<file path="config.mk">
export PLATFORM = sky130hd
export DESIGN_NAME = dp_ctrl
export DESIGN_NICKNAME = d
export VERILOG_FILES = /design/src/rtl/dp_pkg.sv /design/src/rtl/dp_ctrl.sv
export SDC_FILE = /design/constraint.sdc
export NUM_CORES = 1
export LEC_CHECK = 0
export BUFFER_PORTS_ARGS = -buffer_cell sky130_fd_sc_hd__clkbuf_2
export CELL_PAD_IN_SITES_DETAIL_PLACEMENT = 1
export CELL_PAD_IN_SITES_GLOBAL_PLACEMENT = 1
export CORE_UTILIZATION = 25
export DETAILED_ROUTE_END_ITERATION = 7
export PLACE_DENSITY_LB_ADDON = 0.2
export SYNTH_ARGS = -nofsm -noshare
export SYNTH_HDL_FRONTEND = slang
export SYNTH_SLANG_ARGS = --single-unit
</file>
<file path="constraint.sdc">
create_clock -name clk -period 2.2 [get_ports clk]
set_clock_uncertainty 0.2 [all_clocks]
set_input_delay 0.22 -clock clk [delete_from_list [all_inputs] [get_ports clk]]
set_output_delay 0.22 -clock clk [all_outputs]
set_load 0.005 [all_outputs]
</file>
<file path="src/rtl/dp_pkg.sv">
// Shared encodings for the datapath controller: command opcodes, FSM states
// and the ALU function codes understood by the attached datapath.
package dp_pkg;

    localparam int DATA_W = 32;
    localparam int ADDR_W = 5;

    typedef enum logic [1:0] {
        OP_LOADI = 2'b00,
        OP_ALU   = 2'b01,
        OP_READ  = 2'b10,
        OP_RSVD  = 2'b11
    } op_t;

    typedef enum logic [1:0] {
        S_IDLE = 2'b00,
        S_EXEC = 2'b01,
        S_WB   = 2'b10,
        S_RESP = 2'b11
    } state_t;

    typedef enum logic [2:0] {
        ALUC_ADD = 3'b000,
        ALUC_SUB = 3'b001,
        ALUC_OR  = 3'b010,
        ALUC_AND = 3'b011
    } aluc_t;

endpackage

</file>
<file path="src/rtl/dp_ctrl.sv">
// Command sequencer for the regfile+ALU datapath: accepts one command at a
// time, drives the datapath through EXEC/WB, and returns a result.
module dp_ctrl
    import dp_pkg::*;
(
    input  logic                clk,
    input  logic                rst_n,
    input  logic                cmd_valid,
    input  logic [1:0]          cmd_op,
    input  logic [2:0]          cmd_aluc,
    input  logic [ADDR_W-1:0]   cmd_ra,
    input  logic [ADDR_W-1:0]   cmd_rb,
    input  logic [ADDR_W-1:0]   cmd_rw,
    input  logic [DATA_W-1:0]   cmd_imm,
    output logic                cmd_ready,
    output logic                we,
    output logic                mux3,
    output logic [2:0]          aluc,
    output logic [ADDR_W-1:0]   ra,
    output logic [ADDR_W-1:0]   rb,
    output logic [ADDR_W-1:0]   rw,
    output logic [DATA_W-1:0]   rd,
    input  logic [DATA_W-1:0]   qa,
    input  logic [DATA_W-1:0]   qb,
    input  logic [DATA_W-1:0]   alu_out,
    input  logic                zero,
    output logic                res_valid,
    output logic [DATA_W-1:0]   res_data,
    output logic                res_zero,
    input  logic                res_ready,
    output logic [1:0]          o_dbg_state
);

    // Handshakes: a command transfers on a rising edge where cmd_valid && cmd_ready,
    // a result transfers on a rising edge where res_valid && res_ready; res_valid,
    // res_data and res_zero stay stable from assertion until that transfer edge.

    state_t              r_state;
    state_t              w_next_state;
    op_t                 r_op;
    op_t                 w_op_nxt;
    logic                r_we;
    logic                w_we_nxt;
    logic                r_mux3;
    logic                w_mux3_nxt;
    logic [2:0]          r_aluc;
    logic [2:0]          w_aluc_nxt;
    logic [ADDR_W-1:0]   r_ra;
    logic [ADDR_W-1:0]   w_ra_nxt;
    logic [ADDR_W-1:0]   r_rb;
    logic [ADDR_W-1:0]   w_rb_nxt;
    logic [ADDR_W-1:0]   r_rw;
    logic [ADDR_W-1:0]   w_rw_nxt;
    logic [DATA_W-1:0]   r_rd;
    logic [DATA_W-1:0]   w_rd_nxt;
    logic                r_res_valid;
    logic                w_res_valid_nxt;
    logic [DATA_W-1:0]   r_res_data;
    logic [DATA_W-1:0]   w_res_data_nxt;
    logic                r_res_zero;
    logic                w_res_zero_nxt;

    // Operand B is consumed by the ALU only; the controller never looks at it.
    logic                w_unused_qb;
    assign w_unused_qb = ^qb;

    always_ff @(posedge clk) begin
        if (!rst_n) begin
            r_state     <= S_IDLE;
            r_op        <= OP_LOADI;
            r_we        <= 1'b0;
            r_mux3      <= 1'b0;
            r_aluc      <= '0;
            r_ra        <= '0;
            r_rb        <= '0;
            r_rw        <= '0;
            r_rd        <= '0;
            r_res_valid <= 1'b0;
            r_res_data  <= '0;
            r_res_zero  <= 1'b0;
        end else begin
            r_state     <= w_next_state;
            r_op        <= w_op_nxt;
            r_we        <= w_we_nxt;
            r_mux3      <= w_mux3_nxt;
            r_aluc      <= w_aluc_nxt;
            r_ra        <= w_ra_nxt;
            r_rb        <= w_rb_nxt;
            r_rw        <= w_rw_nxt;
            r_rd        <= w_rd_nxt;
            r_res_valid <= w_res_valid_nxt;
            r_res_data  <= w_res_data_nxt;
            r_res_zero  <= w_res_zero_nxt;
        end
    end

    always_comb begin
        w_next_state    = r_state;
        w_op_nxt        = r_op;
        w_we_nxt        = 1'b0;
        w_mux3_nxt      = r_mux3;
        w_aluc_nxt      = r_aluc;
        w_ra_nxt        = r_ra;
        w_rb_nxt        = r_rb;
        w_rw_nxt        = r_rw;
        w_rd_nxt        = r_rd;
        w_res_valid_nxt = r_res_valid;
        w_res_data_nxt  = r_res_data;
        w_res_zero_nxt  = r_res_zero;

        case (r_state)
            S_IDLE: begin
                if (cmd_valid) begin
                    w_op_nxt = op_t'(cmd_op);
                    case (op_t'(cmd_op))
                        OP_LOADI: begin
                            w_next_state   = S_WB;
                            w_rw_nxt       = cmd_rw;
                            w_rd_nxt       = cmd_imm;
                            w_mux3_nxt     = 1'b0;
                            w_we_nxt       = (cmd_rw != '0);
                            w_res_data_nxt = cmd_imm;
                            w_res_zero_nxt = (cmd_imm == '0);
                        end
                        OP_ALU: begin
                            w_next_state = S_EXEC;
                            w_ra_nxt     = cmd_ra;
                            w_rb_nxt     = cmd_rb;
                            w_aluc_nxt   = cmd_aluc;
                            w_rw_nxt     = cmd_rw;
                        end
                        OP_READ: begin
                            w_next_state = S_EXEC;
                            w_ra_nxt     = cmd_ra;
                        end
                        default: begin
                            w_next_state    = S_RESP;
                            w_res_valid_nxt = 1'b1;
                            w_res_data_nxt  = '0;
                            w_res_zero_nxt  = 1'b1;
                        end
                    endcase
                end
            end
            S_EXEC: begin
                if (r_op == OP_ALU) begin
                    w_next_state   = S_WB;
                    w_we_nxt       = (r_rw != '0);
                    w_mux3_nxt     = 1'b1;
                    w_res_data_nxt = alu_out;
                    w_res_zero_nxt = zero;
                end else begin
                    w_next_state    = S_RESP;
                    w_res_valid_nxt = 1'b1;
                    w_res_data_nxt  = qa;
                    w_res_zero_nxt  = (qa == '0);
                end
            end
            S_WB: begin
                w_next_state    = S_RESP;
                w_res_valid_nxt = 1'b1;
            end
            S_RESP: begin
                if (res_ready) begin
                    w_next_state    = S_IDLE;
                    w_res_valid_nxt = 1'b0;
                end
            end
            default: w_next_state = S_IDLE;
        endcase
    end

    // we is gated by rst_n so a reset landing on WB blocks the regfile write at that same edge.
    assign we          = r_we & rst_n;
    assign cmd_ready   = (r_state == S_IDLE) & rst_n;
    assign mux3        = r_mux3;
    assign aluc        = r_aluc;
    assign ra          = r_ra;
    assign rb          = r_rb;
    assign rw          = r_rw;
    assign rd          = r_rd;
    assign res_valid   = r_res_valid;
    assign res_data    = r_res_data;
    assign res_zero    = r_res_zero;
    assign o_dbg_state = r_state;

endmodule

</file>
=== Yosys cells after proc, flatten, opt, wreduce, memory -nomap -nowiden ===
Cells that the tools add are included.

* Register bits after elaboration: 90
* Input bits: 153
* Output and inout port bits: 89

* Eq/ne operators: 13
* Muxes and demuxes: 26
* Bitwise operators: 2
* Reductions and logical operators: 19

{| class="wikitable"
|+ Operator list
! kind !! count
|-
| $pmux 32 s2 || 2
|-
| $logic_not 32->1 || 2
|-
| $mux 32 || 2
|-
| $reduce_and 3->1 || 5
|-
| $mux 1 || 13
|-
| $ne 2x2->1 const B || 6
|-
| $reduce_bool 5->1 || 2
|-
| $pmux 1 s2 || 4
|-
| $pmux 2 s4 || 1
|-
| $reduce_and 4->1 || 2
|-
| $eq 2x1->1 const B || 3
|-
| $eq 2x2->1 const B || 3
|-
| $logic_not 2->1 || 2
|-
| $mux 2 || 2
|-
| $pmux 1 s4 || 1
|-
| $pmux 2 s2 || 1
|-
| $reduce_and 2->1 || 2
|-
| $reduce_or 2->1 || 2
|-
| $reduce_or 3->1 || 1
|-
| $and 1x1->1 || 2
|-
| $ne 2x1->1 const B || 1
|-
| $reduce_bool 2->1 || 1
|}

=== Logic depth before layout (Yosys ltp) ===
Gate-level depths: netlist of run 1.

* Depth in word-level cells: 5
* Gate-level depth with buffers: 8

=== Least setup slack after synthesis of run 1 ===
OpenSTA, ideal clock, no wires.

* Kind: register -> register
* Start: reg r_state[0] (netlist: o_dbg_state[0])
* End: reg r_res_valid (netlist: res_valid)
* Setup time: 116 ps
* Arrival: 1504 ps
* Path slack: 380 ps
* Stages on the path, launching flop included: 9
* Buffers on the path: 1
* Path through: dfxtp_1 inv_1 ha_1 buf_4 inv_1 o22ai_1 a221oi_1 nand2_1 o211a_1

* Longest elaborated chain between the ends: 3
* Elaborated cells between the ends (all ways): 10
* Classes of those cells: 7 x eq/ne; 1 x mux; 2 x reduce/logical

{| class="wikitable"
|+ Ends and longest elaborated chain
! item !! RTL line !! source
|-
| start, declared || dp_ctrl.sv:38 || <nowiki>state_t r_state;</nowiki>
|-
| start signal, assigned || dp_ctrl.sv:82 || <nowiki>r_state <= w_next_state;</nowiki>
|-
| $eq 2x1->1, or another cell as far along || dp_ctrl.sv:111 || <nowiki>case (r_state)</nowiki>
|-
| $ne 2x2->1 (no source line) || -- ||
|-
| $reduce_and 4->1 (no source line) || -- ||
|-
| end signal, assigned || dp_ctrl.sv:91 || <nowiki>r_res_valid <= w_res_valid_nxt;</nowiki>
|-
| end, declared || dp_ctrl.sv:56 || <nowiki>logic r_res_valid;</nowiki>
|}

Parallel ways exist; a longest one is shown, timed or not.
A chain may end at the register's enable or synchronous reset.

=== Worst setup path in the final report of run 1 ===
* Start: in cmd_op[0]
* End: reg r_res_data[5] (netlist: res_data[5])

* Longest elaborated chain between the ends: 5
* Elaborated cells between the ends (all ways): 9
* Classes of those cells: 3 x eq/ne; 3 x mux; 3 x reduce/logical

{| class="wikitable"
|+ Ends and longest elaborated chain
! item !! RTL line !! source
|-
| start, declared || dp_ctrl.sv:9 || <nowiki>input logic [1:0] cmd_op,</nowiki>
|-
| $eq 2x2->1 / $eq 2x1->1 (equally long branches) || dp_ctrl.sv:115 || <nowiki>case (op_t'(cmd_op))</nowiki>
|-
| $reduce_or 2->1 (no source line) || -- ||
|-
| $pmux 32 s2 || dp_ctrl.sv:115 ||
|-
| $mux 32 || dp_ctrl.sv:113 || <nowiki>if (cmd_valid) begin</nowiki>
|-
| $pmux 32 s2 || dp_ctrl.sv:111 ||
|-
| end signal, assigned || dp_ctrl.sv:92 || <nowiki>r_res_data <= w_res_data_nxt;</nowiki>
|-
| end, declared || dp_ctrl.sv:58 || <nowiki>logic [DATA_W-1:0] r_res_data;</nowiki>
|}

Parallel ways exist; a longest one is shown, timed or not. The select of a mux whose other input is x is not followed.

==> reports/metrics.yaml, run 1 <==
layout:
  final_cell_mix: "clkbuf_2, nand2_1, dfxtp_1"
  area.growth.synth_to_final_pct: 48.3
  final_cells: 968
  fin_util_pct: 37.8
  fill_cells: 2081
  design_area_sq_mm: 0.00652
  diodes: 0
  drive_above_1_share_pct: 33.9
  fin_nets: 899
  final_common_cell: "clkbuf_2"
global_route:
  grt_util_all_layers_pct: 19.2
  antenna_found_initial: 1
  grt_max_degree: 39
  grt_overflow_total: 0
  grt_pass1_wl_mm: 26.6
  grt_pass1_vias: 4866
setup_path:
  crit_required_ns: 2.24
  timing.rr.start: "o_dbg_state[0]"
  reg2reg_depth: 7
  r2r_end: "rd[6]"
  r2r_setup_slack_ns: 0.24
  worst_setup_path_start_kind: "primary input"
  critPathMaxFanout: 38
  crit_arrival_ns: 2.11
  cpMaxStageDelayCell: "dlygate4sd3_1"
  cp_slowest_stage_delay_ns: 0.52
  crit_chain: "dlygate4sd3_1 > clkbuf_2 > inv_1 > ha_1 > o22ai_4 > buf_12 > o211ai_1 > o211a_1"
  endpoint_kind: "flip-flop"
  setup.worst_path.class: "in2reg"
flow_run:
  max_cap_violations: 0
floorplan:
  chipWidth_microns: 135
  start_util_pct: 25.5
  boundaryPins: 242
  dieArea_sq_mm: 0.0181
  die_h_microns: 135
  core_sq_mm: 0.0172
  rows: 48
sta:
  finalWorstPathRequiredPeriod_ns: 2.07
  tns_ns: 0
  layout_setup_ws_ns: 0.133
  relSlewSlack_pct: 63.3
  rsz0062_at_grt: "false"
  slew_viol_final: 0
  hold_ws_ns: 0.0286
  finalCritPeriodShare_pct: 94.0
  worst_pin_slew_ns: 0.545
  max_freq_mhz: 484
  hold_viol_final: 0
  setup_violations: 0
routing:
  wirelength_mm: 17.0
  first_iter_violations: 162
  via_count: 4674
  drtPass1Iterations: 4
  drc: 0
  ant_nets: 0
  wl_per_cell_microns: 17.6
  routed_via_density: 4.83
power_and_ir_drop:
  p_sw_mw: 2.23
  p_seq_share_pct: 34.8
  finalPower_mw: 6.23
  clkPwrFrac_pct: 25.2
  comb_power_share_pct: 40.0
  intPower_mw: 4.00
  p_sw_share_pct: 35.8
  ir_drop_uv: 436
  p_leak_nw: 3.07
  powerDensity_mw_per_mm2: 956
synthesis:
  ys_warn_count: 0
  yosysSeqAreaShare_pct: 41.0
  synth_seq_cells: 90
  synth_compound_area_share_pct: 24.2
  synthAdderAreaFrac_pct: 2.28
  yosysUniqueCellTypes: 37
  yosys-mux-area-fraction_pct: 8.42
  synthXorXnorAreaFrac_pct: 0
  synth_area_sq_mm: 0.00440
  synthCells: 488
  synth_top_family_by_area: "compound AO/OA/AOI/OAI gates"
  synth_fp_nets: 649
  synth_simple_gate_area_share_pct: 17.9
  syn_avg_cell_area_sq_um: 9.01
placed_design:
  preCtsSetupSlack_ns: 0.133
  port_buffers: 209
  gp_congestion: 0.750
  hpwl_mm: 12.7
  placed_area_sq_mm: 0.00570
  dp_cells: 900
cts:
  cts_tree: "built"
  clock_tree.buffer_depth: 2
  postCtsSetupBuffers: 0
  path_clk_slew_ns: 0.07
  cts-root-buf: "clkbuf_16"
  cts_sinks: 90
  cts_made_buffers: 9
  h-tree-depth: 3
  insertion_delay_ns: 0.34
status:
  status: "finished, final reports clean"
worst_hold_path:
  hp-class: "in2reg"
  hp-start: "zero"
  hold_end: "res_zero"
  hold_depth: 5
critical path, delay by kind of cell:
kind | cells | cell delay [ns]
AO/OA/AOI/OAI | 3 | 0.54
buffers and inverters | 4 | 0.96
adder cells (fa/ha/maj) | 1 | 0.38
per-layer routing:
layer	GRT usage [%]	part of all wire, %
met4	7.18	2.0
met5	0	0.071
met1	23.2	44
met2	33.5	49
met3	3.94	4.7
cell usage after synthesis, drive strengths merged:
| cell | instances | area (sq um) |
|---|---|---|
| ha | 8 | 100 |
| a221oi | 1 | 8.76 |
| and2 | 2 | 12.5 |
| nor4 | 16 | 100 |
| nand4 | 4 | 25.0 |
| o211ai | 33 | 248 |
| a211o | 2 | 17.5 |
| a21oi | 2 | 10.0 |
| o211a | 33 | 330 |
| inv | 8 | 30.0 |
| nor3b | 1 | 7.51 |
| a211oi | 2 | 15.0 |
| buf | 26 | 183 |
| or4 | 2 | 15.0 |
| clkbuf | 16 | 60.1 |
| o22ai | 2 | 18.8 |
| nor2b | 6 | 45.0 |
| nor3 | 1 | 5.00 |
| dfxtp | 90 | 1800 |
| mux2i | 37 | 370 |
| nand3 | 38 | 190 |
| a21boi | 50 | 375 |
| nor2 | 3 | 13.8 |
| o21ai | 8 | 40.0 |
| or2b | 1 | 7.51 |
| and3 | 2 | 13.8 |
| nand2 | 94 | 353 |
worst max path at each step:
stage	start	endpoint	cells past startpoint
global placement	o_dbg_state[0]	rd[9]	7
finish	cmd_op[0]	res_data[5]	8
global route	o_dbg_state[0]	rd[16]	7
CTS	o_dbg_state[0]	rd[6]	7
detailed placement	o_dbg_state[0]	rd[6]	7
floorplan	o_dbg_state[0]	res_valid	8
power groups by stage:
| stage | Clock (mW) | Sequential [mW] | Combinational, mW |
|---|---|---|---|
| after CTS | 1.63 | 2.17 | 2.52 |
| final | 1.57 | 2.17 | 2.49 |
| after global routing | 1.70 | 2.21 | 2.79 |
| after global placement | 0 | 2.19 | 2.39 |
| after floorplan | 0 | 2.22 | 1.41 |
| after detailed placement | 0 | 2.21 | 2.44 |
logic make-up after synthesis:
family	Yosys count
mux	37
flops	90
compound gates	133
buf+inv	50
simple gates	170
fa+ha+maj	8
layout make-up:
| class | count | area, sq um | share of cell area [%] |
|---|---|---|---|
| sequential | 90 | 1800 | 27.6 |
| tap | 225 | 282 | 4.32 |
| multi-input combinational | 348 | 2330 | 35.8 |
| clock buffer | 9 | 225 | 3.45 |
| inverter | 8 | 30.0 | 0.461 |
| timing repair buffer | 281 | 1780 | 27.3 |
| clock inverter | 7 | 67.6 | 1.04 |
repair_timing:
action	CTS	global route
resized for setup	0	1
endpoints found under the setup margin	0	8
hold buffers	52	0
hold endpoints to repair	52	0
sequential cells by signal, summed over array words and instances, names as in the netlist, 2 cells and up:
register,cells
aluc,3
rw,5
ra,5
res_data,32
rd,32
rb,5
o_dbg_state,2
r_op,2
No activity file was read; power rests on OpenSTA's default activity.
==> inputs of run 2 (changes only) <==
==> constraint.sdc (replaced) <==
create_clock -name clk -period 1.85 [get_ports clk]
set_clock_uncertainty 0.2 [all_clocks]
set_input_delay 0.185 -clock clk [delete_from_list [all_inputs] [get_ports clk]]
set_output_delay 0.185 -clock clk [all_outputs]
set_load 0.005 [all_outputs]
==> run 2 against run 1 <==
  * Register-to-register slack worse by 0.20 ns
  * Combinational power is 47% higher
  * First-iteration DRC count rose by 1.9%
  * Worst setup slack lost 0.091 ns
  * Largest power group unchanged
  * Highest routed layer unchanged
==> reports/metrics.yaml, run 2 (synthesized netlist as in run 1, its figures left out) <==
sta:
  setup_violations: 0  # unchanged
  layout_setup_ws_ns: 0.0422  # -0.0908 ns
  max_freq_mhz: 553
  slew_viol_final: 0  # unchanged
  rsz0062_at_grt: "true"
  relSlewSlack_pct: 70.9  # +7.6 points
  finalCritPeriodShare_pct: 97.7
  finalWorstPathRequiredPeriod_ns: 1.81
  hold_viol_final: 0  # unchanged
  hold_ws_ns: 0.0303  # +0.00167 ns
  worst_pin_slew_ns: 0.432  # -0.113 ns
layout:
  diodes: 0  # unchanged
  final_cell_mix: "clkbuf_2, nand2_1, dfxtp_1"
  design_area_sq_mm: 0.00691  # +6.0%
  fin_nets: 922  # +2.6%
  fill_cells: 2073  # -0.38%
  final_common_cell: "clkbuf_2"
  multi_input_area_sq_mm: 0.00242  # +3.5%
  area.growth.synth_to_final_pct: 57.2
  drive_above_1_share_pct: 37.7  # +3.8 points
  regArea_sq_mm: 0.00180  # +0.14%
global_route:
  grt_pass1_vias: 4953  # +1.8%
  grt_util_all_layers_pct: 19.8  # +0.55 points
  antenna_found_initial: 1  # unchanged
  grt_max_degree: 57  # +46%
  grt_overflow_total: 0  # unchanged
  grt_pass1_wl_mm: 27.3  # +2.3%
setup_path:
  critPathMaxFanout: 7  # -82%
  crit_chain: "inv_2 > ha_4 > buf_6 > o22ai_4 > buf_6 > buf_12 > nand2_2 > a211oi_2 > nor2_1"
  cpMaxStageDelayCell: "dfxtp_2"
  setup.worst_path.class: "reg2reg"
  cp.buffers_inverters: 4  # unchanged
  crit_arrival_ns: 1.84  # -0.27 ns
  worst_setup_path_start_kind: "flip-flop"
  endpoint_kind: "flip-flop"
  critPathTopFamily: "buffers and inverters"
  cp_slowest_stage_delay_ns: 0.35  # -0.17 ns
  crit_top_cell: "buf_6"
  crit_required_ns: 1.89  # -0.35 ns
placed_design:
  preCtsSetupSlack_ns: -0.0607  # -0.194 ns
  hpwl_mm: 13.2  # +3.6%
  port_buffers: 209  # unchanged
  placed_area_sq_mm: 0.00583  # +2.2%
  gp_congestion: 0.749  # -0.13%
power_and_ir_drop:
  ir_drop_uv: 533  # +22%
  p_leak_nw: 3.24  # +5.5%
  powerDensity_mw_per_mm2: 1190  # +25%
flow_run:
  max_cap_violations: 0  # unchanged
floorplan:
  dieArea_sq_mm: 0.0181  # unchanged
  rows: 48  # unchanged
  start_util_pct: 25.5  # unchanged
  core_sq_mm: 0.0172  # unchanged
  chipWidth_microns: 135  # unchanged
  boundaryPins: 242  # unchanged
  die_h_microns: 135  # unchanged
routing:
  via_count: 4808  # +2.9%
  wl_per_cell_microns: 17.8  # +1.5%
  wirelength_mm: 17.7  # +4.0%
  drtPass1Iterations: 4  # unchanged
  drc: 0  # unchanged
  first_iter_violations: 165  # +1.9%
  ant_nets: 0  # unchanged
  routed_via_density: 4.85  # +0.48%
cts:
  clock_tree.buffer_depth: 2  # unchanged
  cts_sinks: 90  # unchanged
  path_clk_slew_ns: 0.07  # about the same
  h-tree-depth: 3  # unchanged
  insertion_delay_ns: 0.34  # about the same
  cts_made_buffers: 9  # unchanged
  cts_tree: "built"
  cts-root-buf: "clkbuf_16"
status:
  status: "finished, final reports clean"
worst_hold_path:
  hp-class: "in2reg"
run 2: through the flow:
stage / instances / util [%] / setup TNS (ns) / power, mW
after floorplan: 488 / - / 0 / 4.32
after global placement: 910 / 33.8 / -0.00950 / 5.66
after detailed placement: 910 / 33.8 / -0.341 / 5.78
after CTS: 982 / 39.5 / 0 / 8.27
after global routing: 991 / 40.1 / -0.0416 / 8.77
final: 991 / 40.1 / 0 / 8.25
run 2: per-layer routing:
layer | GRT usage [%] | vias to the layer above | part of all wire [%]
li1 | - | 2313 | -
met1 | 23.8 | 2328 | 43
met2 | 34.6 | 136 | 50
met3 | 3.72 | 29 | 4.7
met4 | 7.74 | 2 | 2.2
met5 | 0 | - | 0.068
run 2: worst paths after layout:
path	from	end	slack (ns)	depth (start not counted)
setup / recovery	o_dbg_state[0]	res_zero	0.04	9
hold / removal	rst_n	res_data[30]	0.03	2
setup reg to reg	o_dbg_state[0]	res_zero	0.04	9
hold reg to reg	rd[5]	rd[5]	0.27	2
run 2: worst register-to-register path, cell delays in order (launching register included):
cell	delay, ns
dfxtp_2	0.35
inv_2	0.06
ha_4	0.17
buf_6	0.12
o22ai_4	0.26
buf_6	0.15
buf_12	0.11
nand2_2	0.05
a211oi_2	0.16
nor2_1	0.08
run 2: layout make-up:
type	count	area share [%]
Inverter	8	0.507
Multi-Input combinational cell	348	35.0
Sequential cell	90	26.1
Clock buffer	10	3.31
Tap cell	225	4.07
Clock inverter	6	1.30
Timing Repair Buffer	304	29.8
run 2: report_power, final:
part	leakage [nW]	internal, mW	switching (mW)
Combinational	2.35	1.83	1.82
Sequential	0.735	2.36	0.250
Clock	0.153	1.19	0.806
run 2: timing repair:
item / 4_1_cts / 5_1_grt
hold buffers: 52 / 0
gates cloned: 2 / 0
pin swaps: 4 / 3
gates resized for setup: 16 / 15
hold endpoints to repair: 53 / 0
endpoints found under the setup margin: 26 / 22
buffers inserted: 2 / 9
==> inputs of run 3 (changes only) <==
--- a/config.mk
+++ b/config.mk
@@ -10,6 +10,7 @@
 export CELL_PAD_IN_SITES_GLOBAL_PLACEMENT = 1
 export CORE_UTILIZATION = 25
 export DETAILED_ROUTE_END_ITERATION = 7
+export GPL_TIMING_DRIVEN = 0
 export PLACE_DENSITY_LB_ADDON = 0.2
 export SYNTH_ARGS = -nofsm -noshare
 export SYNTH_HDL_FRONTEND = slang
==> run 3 against run 2 <==
  * Highest routed layer is now met4
  * Routed wire length up 4.6%
  * Power down 2.3%
  * Final cell count up 0.10%
  * Die area unchanged
  * First-iteration DRC count down 0.61%
  * Maximum frequency up 0.24%
  * Non-clock buffer count up 1
  * Register-to-register slack about the same
  * Worst setup slack better by 0.0043 ns
  * Largest power group unchanged
  * Flip-flop and latch count unchanged
  * Global-route usage up 0.94 points
==> reports/metrics.yaml, run 3 (synthesized netlist as in run 1, its figures left out) <==
global_route:
  grt_use_met1_pct: 25.1  # +1.3 points
  grt_pass1_vias: 5197  # +4.9%
  grt.met3_usage_pct: 4.43  # +0.71 points
  grt_util_all_layers_pct: 20.7  # +0.94 points
  grt_overflow_total: 0  # unchanged
  grt_max_degree: 15  # -74%
  busiest_layer: "met2"
  antenna_found_initial: 0  # -1
  grt_use_met2_pct: 35.8  # +1.2 points
  grt_pass1_wl_mm: 28.1  # +3.1%
sta:
  finalCritPeriodShare_pct: 97.5  # -0.23 points
  worst_pin_slew_ns: 0.575  # +0.143 ns
  rsz0062_at_grt: "true"
  hold_viol_final: 0  # unchanged
  relSlewSlack_pct: 61.7  # -9.3 points
  max_freq_mhz: 554  # +0.24%
  setup_violations: 0  # unchanged
  finalWorstPathRequiredPeriod_ns: 1.80  # -0.00431 ns
  slew_viol_final: 0  # unchanged
power_and_ir_drop:
  ir_drop_uv: 505  # -5.2%
  finalPower_mw: 8.06  # -2.3%
  p_leak_nw: 3.16  # -2.5%
  powerDensity_mw_per_mm2: 1190  # -0.10%
setup_path:
  reg2reg_depth: 6  # -3
  cp_slowest_stage_delay_ns: 0.35  # about the same
  cp.buffers_inverters: 2  # -2
  endpoint_kind: "flip-flop"
  cp-startpoint: "r_op[0]"
  crit_arrival_ns: 1.84  # about the same
  worst_setup_path_start_kind: "flip-flop"
  cpMaxStageDelayCell: "dfxtp_1"
  setup.worst_path.class: "reg2reg"
  crit_required_ns: 1.88  # about the same
  worst-path-stages: 6  # -3
  critPathMaxFanout: 10  # +3
  crit_chain: "nor2b_4 > buf_6 > buf_8 > mux2i_1 > o211ai_1 > o211a_1"
  timing.rr.start: "r_op[0]"
  critPathTopFamily: "buffers and inverters"
worst_hold_path:
  hold_depth: 4  # +2
  hp-class: "in2reg"
  hp-start: "res_ready"
routing:
  via_count: 4860  # +1.1%
  wirelength_mm: 18.5  # +4.6%
  first_iter_violations: 164  # -0.61%
  ant_nets: 0  # unchanged
  drtPass1Iterations: 4  # unchanged
  drc: 0  # unchanged
  wl_per_cell_microns: 18.6  # +4.5%
  routed_via_density: 4.90  # +0.98%
layout:
  drive_above_1_share_pct: 35.9  # -1.9 points
  final_cells: 992  # +0.10%
  diodes: 0  # unchanged
  area.growth.synth_to_final_pct: 53.8
  final_cell_mix: "clkbuf_2, nand2_1, dfxtp_1"
  fin_nets: 923  # +0.11%
  final_common_cell: "clkbuf_2"
  fin_util_pct: 39.2  # -0.88 points
floorplan:
  rows: 48  # unchanged
  chipWidth_microns: 135  # unchanged
  boundaryPins: 242  # unchanged
  die_h_microns: 135  # unchanged
  dieArea_sq_mm: 0.0181  # unchanged
  core_sq_mm: 0.0172  # unchanged
  start_util_pct: 25.5  # unchanged
cts:
  h-tree-depth: 3  # unchanged
  insertion_delay_ns: 0.35  # about the same
  cts_made_buffers: 9  # unchanged
  clock_tree.buffer_depth: 2  # unchanged
  cts_sinks: 90  # unchanged
  path_clk_slew_ns: 0.07  # about the same
  cts-root-buf: "clkbuf_16"
  cts_tree: "built"
placed_design:
  gp_congestion: 0.783  # +4.6%
  hpwl_mm: 14.1  # +7.0%
  port_buffers: 207  # -0.96%
  dp_cells: 920  # +1.1%
status:
  status: "finished, final reports clean"
flow_run:
  max_cap_violations: 0  # unchanged
-- run 3: cell count changes in the layout (fill, tap and decap cells not counted), moves of 4 or more --
cell      before  now
clkbuf_1       1   14
buf_2          1    7
buf_4         28   12
buf_12         9    0
buf_8          0    4
-- run 3: cell type report --
| class | instances | area, sq um |
|---|---|---|
| fillers | 2059 | 10500 |
| multi-input cells | 348 | 2410 |
| flip-flops and latches | 90 | 1810 |
| repair buffers | 263 | 1590 |
| plain buffers | 42 | 300 |
| well taps | 225 | 282 |
| clock buffers | 11 | 233 |
| clock inverters | 5 | 103 |
| inverters | 8 | 32.5 |
-- run 3: metal layers --
metal / wire length [microns] / part of all wire [%]
met4: 468 / 2.5
met2: 9000 / 49
met1: 8070 / 44
met3: 945 / 5.1
met5: 0 / 0
-- run 3: worst paths after layout --
path                         end  slack [ns]
hold reg to reg           rd[19]        0.27
hold / removal    o_dbg_state[1]        0.01
setup reg to reg     res_data[2]        0.05
setup / recovery     res_data[2]        0.05
-- run 3: where the power goes --
group	internal [mW]	leakage (nW)	switching (mW)	total (mW)
clock	1.32	0.160	0.807	2.13
combinational	1.52	2.26	1.77	3.30
sequential	2.37	0.735	0.270	2.64
-- run 3: worst register-to-register path: stages, from the launching register on --
cell      delay [ns]
dfxtp_1         0.35
nor2b_4         0.14
buf_6           0.20
buf_8           0.19
mux2i_1         0.30
o211ai_1        0.15
o211a_1         0.15
-- run 3: per-stage QoR --
stage | area, sq um | worst slack [ns] | TNS, ns | hold WS, ns
finish | 6760 | 0.0465 | 0 | 0.0127
global route | 6760 | -0.0131 | -0.0365 | 0.0301
CTS | 6700 | 0.0307 | 0 | 0.0118
detailed placement | 5710 | -0.510 | -21.86 | 0.235
global placement | 5710 | -0.487 | -18.81 | 0.221
floorplan | 4400 | 0.0301 | 0 | 0.130
-- run 3: what timing repair did --
action	4_1_cts	5_1_grt
hold buffers	53	0
hold endpoints to repair	54	0
setup buffers	1	2
setup endpoints to repair	80	30
pin swaps	2	2
resized for setup	32	16
